--- config.mk ---
export PLATFORM = sky130hd
export DESIGN_NAME = pong_match_ctrl
export DESIGN_NICKNAME = d
export VERILOG_FILES = /design/src/rtl/pong_match_ctrl_pkg.sv /design/src/rtl/pong_match_ctrl_btn_debounce.sv /design/src/rtl/pong_match_ctrl.sv
export SDC_FILE = /design/constraint.sdc
export NUM_CORES = 1
export LEC_CHECK = 0
export ABC_AREA = 1
export BUFFER_PORTS_ARGS = -buffer_cell sky130_fd_sc_hd__buf_4
export CAP_MARGIN = 20
export CORE_MARGIN = 2
export CORE_UTILIZATION = 51
export DETAILED_ROUTE_END_ITERATION = 10
export GPL_TIMING_DRIVEN = 0
export PLACE_DENSITY = 0.68
export SLEW_MARGIN = 20
export SYNTH_ARGS = -nofsm -noshare
export SYNTH_HDL_FRONTEND = slang
export SYNTH_SLANG_ARGS = --single-unit
--- constraint.sdc ---
create_clock -name clk -period 1.8 [get_ports clk]
set_clock_uncertainty 0.1 [all_clocks]
set_input_delay 0.18 -clock clk [delete_from_list [all_inputs] [get_ports clk]]
set_output_delay 0.18 -clock clk [all_outputs]
set_load 0.01 [all_outputs]
--- src/rtl/pong_match_ctrl_pkg.sv ---
// Shared types for the Pong match sequencer: state encodings, serve directions, score helper.
// Latency: none (types and pure functions only).
// Backpressure: none.
package pong_match_ctrl_pkg;

    typedef enum logic [2:0] {
        ST_IDLE  = 3'd0,
        ST_SERVE = 3'd1,
        ST_PLAY  = 3'd2,
        ST_PAUSE = 3'd3,
        ST_POINT = 3'd4,
        ST_OVER  = 3'd5
    } state_t;

    localparam logic DIR_LEFT  = 1'b0;
    localparam logic DIR_RIGHT = 1'b1;

    // BCD digit increment that sticks at the winning score, so a digit never passes 9
    function automatic logic [3:0] bcd_inc_sat(input logic [3:0] v, input logic [3:0] lim);
        return (v >= lim) ? lim : v + 4'd1;
    endfunction

endpackage

--- src/rtl/pong_match_ctrl_btn_debounce.sv ---
// Pushbutton conditioner: 2-FF synchroniser, frame-tick debounce, one-clk pulse on debounced rise.
// Latency: 2 clk sync + DEBOUNCE_TICKS differing frame-tick samples, pulse registered on the accepting edge.
// Backpressure: none; pulse is fire-and-forget.
module btn_debounce #(
    parameter int DEBOUNCE_TICKS = 4
) (
    input  logic clk,
    input  logic clr,
    input  logic frame_tick,
    input  logic btn_raw,
    output logic btn_pulse
);

    localparam int CW = $clog2(DEBOUNCE_TICKS + 1);
    localparam logic [CW-1:0] CNT_LAST = CW'(DEBOUNCE_TICKS - 1);

    logic          sync1;
    logic          sync2;
    logic          level;
    logic [CW-1:0] cnt;

    // Bring the raw button into the clock domain before anything looks at it
    always_ff @(posedge clk) begin
        if (clr) begin
            sync1 <= 1'b0;
            sync2 <= 1'b0;
        end else begin
            sync1 <= btn_raw;
            sync2 <= sync1;
        end
    end

    // Accept a new level only after enough consecutive frame samples disagree with the current one
    always_ff @(posedge clk) begin
        if (clr) begin
            level     <= 1'b0;
            cnt       <= '0;
            btn_pulse <= 1'b0;
        end else begin
            btn_pulse <= 1'b0;
            if (frame_tick) begin
                if (sync2 == level) begin
                    cnt <= '0;
                end else if (cnt == CNT_LAST) begin
                    cnt       <= '0;
                    level     <= sync2;
                    btn_pulse <= sync2;
                end else begin
                    cnt <= cnt + 1'b1;
                end
            end
        end
    end

endmodule

--- src/rtl/pong_match_ctrl.sv ---
// Pong match sequencer: start/pause gating, serve/point timing, BCD scoring, game-over detection.
// Latency: miss or start pulse updates state/score/ball_reset at the next posedge; ball_run tracks next state.
// Backpressure: none; miss and start inputs are single-cycle pulses consumed when seen.
module pong_match_ctrl
    import pong_match_ctrl_pkg::*;
#(
    parameter int WIN_SCORE      = 9,
    parameter int SERVE_TICKS    = 60,
    parameter int POINT_TICKS    = 90,
    parameter int DEBOUNCE_TICKS = 4
) (
    input  logic       clk,
    input  logic       clr,
    input  logic       frame_tick,
    input  logic       btn_start,
    input  logic       miss_left,
    input  logic       miss_right,
    output logic       ball_run,
    output logic       ball_reset,
    output logic       serve_dir,
    output logic [3:0] score_left,
    output logic [3:0] score_right,
    output logic       game_over,
    output logic [2:0] state_o
);

    localparam int MAX_TICKS = (SERVE_TICKS > POINT_TICKS) ? SERVE_TICKS : POINT_TICKS;
    localparam int CNT_W     = $clog2(MAX_TICKS + 1);
    localparam logic [CNT_W-1:0] SERVE_LAST = CNT_W'(SERVE_TICKS - 1);
    localparam logic [CNT_W-1:0] POINT_LAST = CNT_W'(POINT_TICKS - 1);
    localparam logic [3:0]       WIN_BCD    = 4'(WIN_SCORE);

    state_t             state;
    state_t             state_next;
    logic [CNT_W-1:0]   cnt;
    logic               start_pulse;
    logic               miss_any;
    logic               left_pt;
    logic               right_pt;
    logic [3:0]         left_inc;
    logic [3:0]         right_inc;

    btn_debounce #(
        .DEBOUNCE_TICKS (DEBOUNCE_TICKS)
    ) u_btn_start (
        .clk        (clk),
        .clr        (clr),
        .frame_tick (frame_tick),
        .btn_raw    (btn_start),
        .btn_pulse  (start_pulse)
    );

    // A simultaneous double miss is a wash: nobody scores
    assign miss_any  = miss_left | miss_right;
    assign left_pt   = miss_right & ~miss_left;
    assign right_pt  = miss_left & ~miss_right;
    assign left_inc  = bcd_inc_sat(score_left, WIN_BCD);
    assign right_inc = bcd_inc_sat(score_right, WIN_BCD);

    // State register
    always_ff @(posedge clk) begin
        if (clr) state <= ST_IDLE;
        else     state <= state_next;
    end

    // Next-state decode; a miss outranks a same-cycle start press in PLAY
    always_comb begin
        state_next = state;
        case (state)
            ST_IDLE:  if (start_pulse) state_next = ST_SERVE;
            ST_SERVE: if (frame_tick && cnt == SERVE_LAST) state_next = ST_PLAY;
            ST_PLAY: begin
                if (miss_any) begin
                    if ((left_pt && left_inc == WIN_BCD) || (right_pt && right_inc == WIN_BCD))
                        state_next = ST_OVER;
                    else
                        state_next = ST_POINT;
                end else if (start_pulse) begin
                    state_next = ST_PAUSE;
                end
            end
            ST_PAUSE: if (start_pulse) state_next = ST_PLAY;
            ST_POINT: if (frame_tick && cnt == POINT_LAST) state_next = ST_SERVE;
            ST_OVER:  if (start_pulse) state_next = ST_SERVE;
            default:  state_next = ST_IDLE;
        endcase
    end

    // Status outputs decoded straight from the current state
    always_comb begin
        game_over = (state == ST_OVER);
        state_o   = state;
    end

    // Tick counter, scores and ball control registers
    always_ff @(posedge clk) begin
        if (clr) begin
            cnt         <= '0;
            score_left  <= 4'd0;
            score_right <= 4'd0;
            ball_run    <= 1'b0;
            ball_reset  <= 1'b0;
            serve_dir   <= DIR_LEFT;
        end else begin
            ball_run   <= (state_next == ST_PLAY);
            ball_reset <= 1'b0;

            if (state_next != state)
                cnt <= '0;
            else if (frame_tick && (state == ST_SERVE || state == ST_POINT))
                cnt <= cnt + 1'b1;

            case (state)
                ST_IDLE, ST_OVER: begin
                    if (start_pulse) begin
                        score_left  <= 4'd0;
                        score_right <= 4'd0;
                        ball_reset  <= 1'b1;
                        serve_dir   <= DIR_LEFT;
                    end
                end
                ST_PLAY: begin
                    if (miss_any) ball_reset <= 1'b1;
                    if (left_pt) begin
                        score_left <= left_inc;
                        serve_dir  <= DIR_RIGHT;
                    end
                    if (right_pt) begin
                        score_right <= right_inc;
                        serve_dir   <= DIR_LEFT;
                    end
                end
                default: ;
            endcase
        end
    end

endmodule

==> results of run 1 <==
-- synth_stat cells (2+ instances only) --
master / number
o21ai_2: 4
nand2_1: 32
a22oi_1: 4
nor2_2: 2
nand2_2: 4
a21oi_1: 11
inv_2: 3
o21ai_0: 8
dfxtp_1: 28
nand3_1: 7
nor3_1: 5
xor2_1: 8
nor2_4: 2
inv_1: 32
nand4_1: 2
a32oi_1: 3
ha_1: 12
nor2_1: 30
-- worst register-to-register path, stage by stage, from the launching register on --
cell     delay, ns
dfxtp_2       0.44
ha_1          0.19
xor2_1        0.25
nand2_2       0.10
nand2_2       0.07
nor2_2        0.04
o21ai_2       0.20
nand2_2       0.09
nand2_2       0.08
nand3_4       0.12
nor2_2        0.12
-- registers in the layout, indices dropped and copies added (netlist names), 3 cells and up --
register	count
cnt	7
score_right	4
u_btn_start.cnt	3
state_o	3
score_left	4
-- how the worst max path moves through the flow --
stage	to	slack [ns]	depth (start not counted)
4_1_cts	cnt[5]	0.01	13
2_1_floorplan	cnt[0]	0.09	13
6_report	cnt[6]	-0.06	10
5_1_grt	cnt[6]	-0.21	13
3_5_place_dp	cnt[5]	-0.07	13
3_3_place_gp	cnt[4]	-0.01	13
-- layer usage --
layer,GRT usage,routed length (um),part of all wire
met3,0.0240,131,0.037
met4,0.0812,36,0.010
met2,0.341,1760,0.50
met1,0.264,1600,0.45
met5,0,0,0
-- through the flow --
| step | total power, W | hold WS, ns | cell area (um^2) |
|---|---|---|---|
| finish | 0.000931 | 0.185 | 1950 |
| global route | 0.000973 | 0.220 | 1950 |
| CTS | 0.000942 | 0.183 | 1850 |
| detailed placement | 0.000687 | 0.293 | 1750 |
| global placement | 0.000686 | 0.285 | 1750 |
| floorplan | 0.000669 | 0.172 | 1570 |
-- layout make-up --
cell class / count / share of cell area
clock buffer: 3 / 0.0116
timing repair buffer: 31 / 0.122
inverter: 36 / 0.0694
sequential: 28 / 0.292
tap: 33 / 0.0212
multi-input combinational: 144 / 0.479
buffer: 2 / 0.00386
-- kinds of logic (layout without fill, tap and decap cells) --
kind of cell / after synthesis / after routing
compound gates: 35 / 35
xor+xnor: 9 / 9
fa+ha+maj: 12 / 12
buf+inv: 38 / 72
flops: 28 / 28
simple gates: 88 / 88
-- power by group through the flow --
stage / sequential [W] / combinational (W) / clock (W)
floorplan: 0.000639 / 0.0000308 / 0
global placement: 0.000639 / 0.0000474 / 0
detailed placement: 0.000639 / 0.0000477 / 0
CTS: 0.000624 / 0.0000514 / 0.000267
global route: 0.000625 / 0.0000598 / 0.000288
finish: 0.000624 / 0.0000530 / 0.000254
-- timing repair --
item | CTS | global route
hold buffers | 2 | 0
resized for setup | 9 | 19
endpoints found under the hold margin | 3 | 0
pin swaps | 4 | 8
setup buffers | 6 | 4
endpoints found under the setup margin | 7 | 11
==> impl_metrics.ini, run 1 <==
[status]
run_status = finished, violations left
violations = negative setup slack

[worst_setup_path]
timing.setup.critical_path_class = register to register
cp_max_fo = 7
crit_buf_inv = 0
reg2regPathDepth = 10
cpMostUsedCell = nand2_2
required_ns = 1.97
worst_setup_path_start_kind = register
crit_arrival_ns = 2.03
cp_slowest_stage_delay_ns = 0.44
r2r_slack_ns = -0.06
critical-path-top-delay-family = simple AND/OR/NAND/NOR gates
critPathLaunch = score_right[0]
slowest_stage = dfxtp_2
worst_setup_path_end_kind = register
r2r-start = score_right[0]
cp_cell_sequence = ha_1 -> xor2_1 -> nand2_2 -> nand2_2 -> nor2_2 -> o21ai_2 -> nand2_2 -> nand2_2 -> nand3_4 -> nor2_2
timing.rr.end = cnt[6]

[logic_synthesis]
yosys.area_share.adder = 0.0959
synth_cells = 210
synth-main-ff-cell = dfxtp_1
synth_area_um2 = 1570
ys_warn_count = 0
yosysTopAreaCellShare = 0.358
postSynthAreaPerCell_um2 = 7.45
synth_xor_area_frac = 0.0504
synthTopCellsByArea = dfxtp_1 (36%), ha_1 (9.6%), inv_1 (7.7%)
synthSimpleGateAreaFrac = 0.263
synth_largest_area_cell = dfxtp_1
synthMuxAreaShare = 0
syn_nets = 228
synth_compound_area_frac = 0.141
synth-async-reset-ratio = 0
synth_seq_cells = 28
synth_top_family_by_area = simple AND/OR/NAND/NOR gates
ys_seq_area_frac = 0.358
synth-edff-count = 0
ys_types = 31

[floorplanning]
chipHeight_um = 59.4
core_region_area_um2 = 2980
rows = 20
die_width_um = 59.4
io_pins = 21
initial_core_util = 0.526
dieArea_um2 = 3530

[clocking]
clkLatencyLatePin_ns = 0.32
clock-sinks = 28
cts_tree = yes
numCtsBuffers = 3
clkTransAtPathRegs_ns = 0.15
cts-htree-levels = 1
cts_root_buffer = clkbuf_4
cts_buffer_depth = 2

[detailed_routing]
antenna_left = 0
wirelength_um = 3530
vias_per_cell = 5.23
route.detailed.drc = 0
first_iter_violations = 79
first_pass_iters = 5
wl_per_cell_um = 12.7
num_vias = 1449

[sta]
timing.final.crit_period_ns = 1.86
tightest_slew_ns = 0.486
setup_ws_ns = -0.0610
max_freq_mhz = 537
slew_headroom = 0.676
slew_viol_final = 0
setup_viol = 7
fin_crit_sh = 1.03
tns_ns = -0.326
rsz0062_at_grt = yes
hold_viol = 0

[grt]
grt_pass1_vias = 1342
grt_overflow = 0
grt_use_total = 0.203
antenna_found_initial = 0
grt_max_degree = 15
grt_pass1_wl_um = 5540

[power_and_ir_drop]
seqPwrFrac = 0.670
powerDensity_nw_per_um2 = 478
p_int_w = 0.000721
combPwrFrac = 0.057
power_switching_share = 0.225
p_clk_frac = 0.273
vdd_drop_max_uv = 325
leakagePower_nw = 0.848
switching_power_w = 0.000210

[final_layout]
diodes = 0
multi_input_area_um2 = 933
drive_above_1_share = 0.311
instances_no_fill = 277
final_core_util = 0.654
final_cell_mix = inv_1 (31), buf_4 (29), nand2_1 (27)
syn_to_final_growth_pct = 24.4
nets = 264
seqCellArea_um2 = 569
n_fill_cell = 272
mostFrequentLayoutCell = inv_1

[flow_run]
drv_cap = 0

[hold_path]
holdPathStages = 2
holdCritPathClass = input port to register
hold_end = u_btn_start.level
worstHoldStart = clr

[placement]
place_congestion = 0.799
dp.cells = 262
hpwlAfterDp_um = 2410
port_buffers = 19
place_ws_ns = -0.0743
(Power assumes the default switching activity.)
==> run 2, diff against run 1 <==
--- a/config.mk
+++ b/config.mk
@@ -8,8 +8,10 @@
 export ABC_AREA = 1
 export BUFFER_PORTS_ARGS = -buffer_cell sky130_fd_sc_hd__buf_4
 export CAP_MARGIN = 20
+export CORE_ASPECT_RATIO = 1.1
 export CORE_MARGIN = 2
 export CORE_UTILIZATION = 51
+export CTS_BUF_LIST = sky130_fd_sc_hd__clkbuf_4
 export DETAILED_ROUTE_END_ITERATION = 10
 export GPL_TIMING_DRIVEN = 0
 export PLACE_DENSITY = 0.68
==> run 2 against run 1 <==
The run now ends clean. Critical path depth is 3 higher. Critical path type unchanged. Register-to-register slack gained 0.12 ns. Wire length down 9.3%. Setup slack improved by 0.12 ns. Non-clock buffer count down 2. First-iteration DRC count decreased by 8.9%. Power is 0.31% higher. Highest routed layer unchanged. Die area is essentially flat. Maximum frequency is 6.8% higher. Sequential power about the same. Critical endpoint is now cnt[0].
==> impl_metrics.ini, run 2 (synthesized netlist as in run 1, its figures left out) <==
[detailed_routing]
num_vias = 1420
route.detailed.drc = 0
vias_per_cell = 5.14
antenna_left = 0
first_iter_violations = 72
first_pass_iters = 4
wl_per_cell_um = 11.6
wirelength_um = 3200

[grt]
grt_use_total = 0.188
busiest_layer = met2
met2_usage = 0.355
grt_use_met1 = 0.213
antenna_found_initial = 0
grt_max_degree = 15
grt_pass1_vias = 1377
grt_pass1_wl_um = 5450
grt_overflow = 0
met3_usage = 0.0208

[final_layout]
largest_register_ffs = 7
final_cell_mix = inv_1 (29), buf_4 (27), nand2_1 (26)
mostFrequentLayoutCell = inv_1
regMostFlops = cnt
diodes = 0
syn_to_final_growth_pct = 24.1
final_core_util = 0.649
nets = 262
drive_above_1_share = 0.306
largestRegisters = cnt (7), score_left (4), score_right (4)

[hold_path]
holdPathStages = 2
worstHoldStart = clr
hold_end = u_btn_start.cnt[0]
holdCritPathClass = input port to register

[sta]
hold_viol = 0
rsz0062_at_grt = yes
timing.final.crit_period_ns = 1.74
slew_headroom = 0.699
tns_ns = 0
slew_viol_final = 0
whs_ns = 0.158
tightest_slew_ns = 0.451
fin_crit_sh = 0.968
setup_viol = 0
max_freq_mhz = 574

[placement]
hpwlAfterDp_um = 2370
place_congestion = 0.826
port_buffers = 19

[power_and_ir_drop]
powerDensity_nw_per_um2 = 480
leakagePower_nw = 0.839
vdd_drop_max_uv = 434

[clocking]
clock-sinks = 28
cts_buffer_depth = 2
clkLatencyLatePin_ns = 0.33
cts-htree-levels = 1
numCtsBuffers = 3
cts_root_buffer = clkbuf_4
cts_tree = yes
clkTransAtPathRegs_ns = 0.15

[floorplanning]
rows = 21
initial_core_util = 0.523
core_region_area_um2 = 3000
dieArea_um2 = 3530
chipHeight_um = 62.1
die_width_um = 56.8
io_pins = 21

[worst_setup_path]
cp_cell_sequence = inv_2 -> ha_4 -> nor2_2 -> nand2_1 -> nand2_2 -> nand2_2 -> nand3_2 -> nor2_4 -> o21ai_4 -> nand2_2 -> nand2_2 -> nand3_4 -> nor2_2
r2r_slack_ns = 0.06
cp_slowest_stage_delay_ns = 0.36
slowest_stage = dfxtp_2
required_ns = 1.98
timing.setup.critical_path_class = register to register
worst_setup_path_start_kind = register
worst_setup_path_end_kind = register
timing.rr.end = cnt[0]
reg2regPathDepth = 13
cpMostUsedCell = nand2_2
crit_arrival_ns = 1.92
cp_max_fo = 7
r2r-start = score_right[1]

[flow_run]
drv_cap = 0

[status]
run_status = finished clean
-- run 2: cell types whose count changed in the layout (fill, tap and decap cells not counted), moves of 2 or more --
cell and delta:
buf_4 -2, dfxtp_2 -3, dfxtp_4 +2, inv_1 -2, inv_2 +2, nor2_2 -2
o21ai_2 -2
-- run 2: power by group --
group	switching [W]	total, W	internal (W)
combinational	0.0000335	0.0000545	0.0000210
sequential	0.00000196	0.000621	0.000619
clock	0.000179	0.000258	0.0000786
total	0.000215	0.000934	0.000719
-- run 2: final cells by class --
class                      instances  area, um^2
tap                               34        42.5
sequential                        28         573
inverter                          36         135
multi-input combinational        144         940
fill                             255        1050
buffer                             2        7.51
timing repair buffer              29         223
clock buffer                       3        22.5
-- run 2: what timing repair did --
action,in CTS,in global routing
setup buffers,5,3
hold buffers,2,0
endpoints found under the setup margin,7,9
resized for setup,6,26
endpoints found under the hold margin,3,0
pin swaps,7,18
-- run 2: how the worst max path moves through the flow --
stage | to | cells past startpoint | slack [ns] | startpoint
final | cnt[0] | 13 | 0.06 | score_right[1]
after global routing | cnt[1] | 13 | -0.11 | score_right[1]
after CTS | cnt[4] | 13 | -0.02 | score_left[1]
after detailed placement | cnt[5] | 13 | -0.07 | score_right[1]
after global placement | cnt[5] | 13 | -0.002 | score_left[1]
after floorplan | cnt[0] | 13 | 0.09 | score_left[1]
-- run 2: worst max-delay path: cells and delay by family (launching register included) --
family          cells  cell delay (ns)
simple gates       10             0.87
flops               1             0.36
compound gates      1             0.18
fa+ha+maj           1             0.15
buf+inv             1             0.05
-- run 2: per-layer routing --
layer | routed length [um] | vias up
li1 | - | 737
met4 | 73 | 0
met2 | 1670 | 25
met5 | 0 | -
met1 | 1360 | 649
met3 | 93 | 9
-- run 2: through the flow --
step / total power (W) / setup WS [ns] / std cells / area, um^2
after CTS: 0.000946 / -0.0206 / 273 / 1840
final: 0.000934 / 0.0583 / 276 / 1940
after floorplan: 0.000669 / 0.0931 / 210 / 1570
after global placement: 0.000686 / -0.00160 / 263 / 1750
after global routing: 0.000972 / -0.110 / 276 / 1940
after detailed placement: 0.000688 / -0.0686 / 263 / 1750
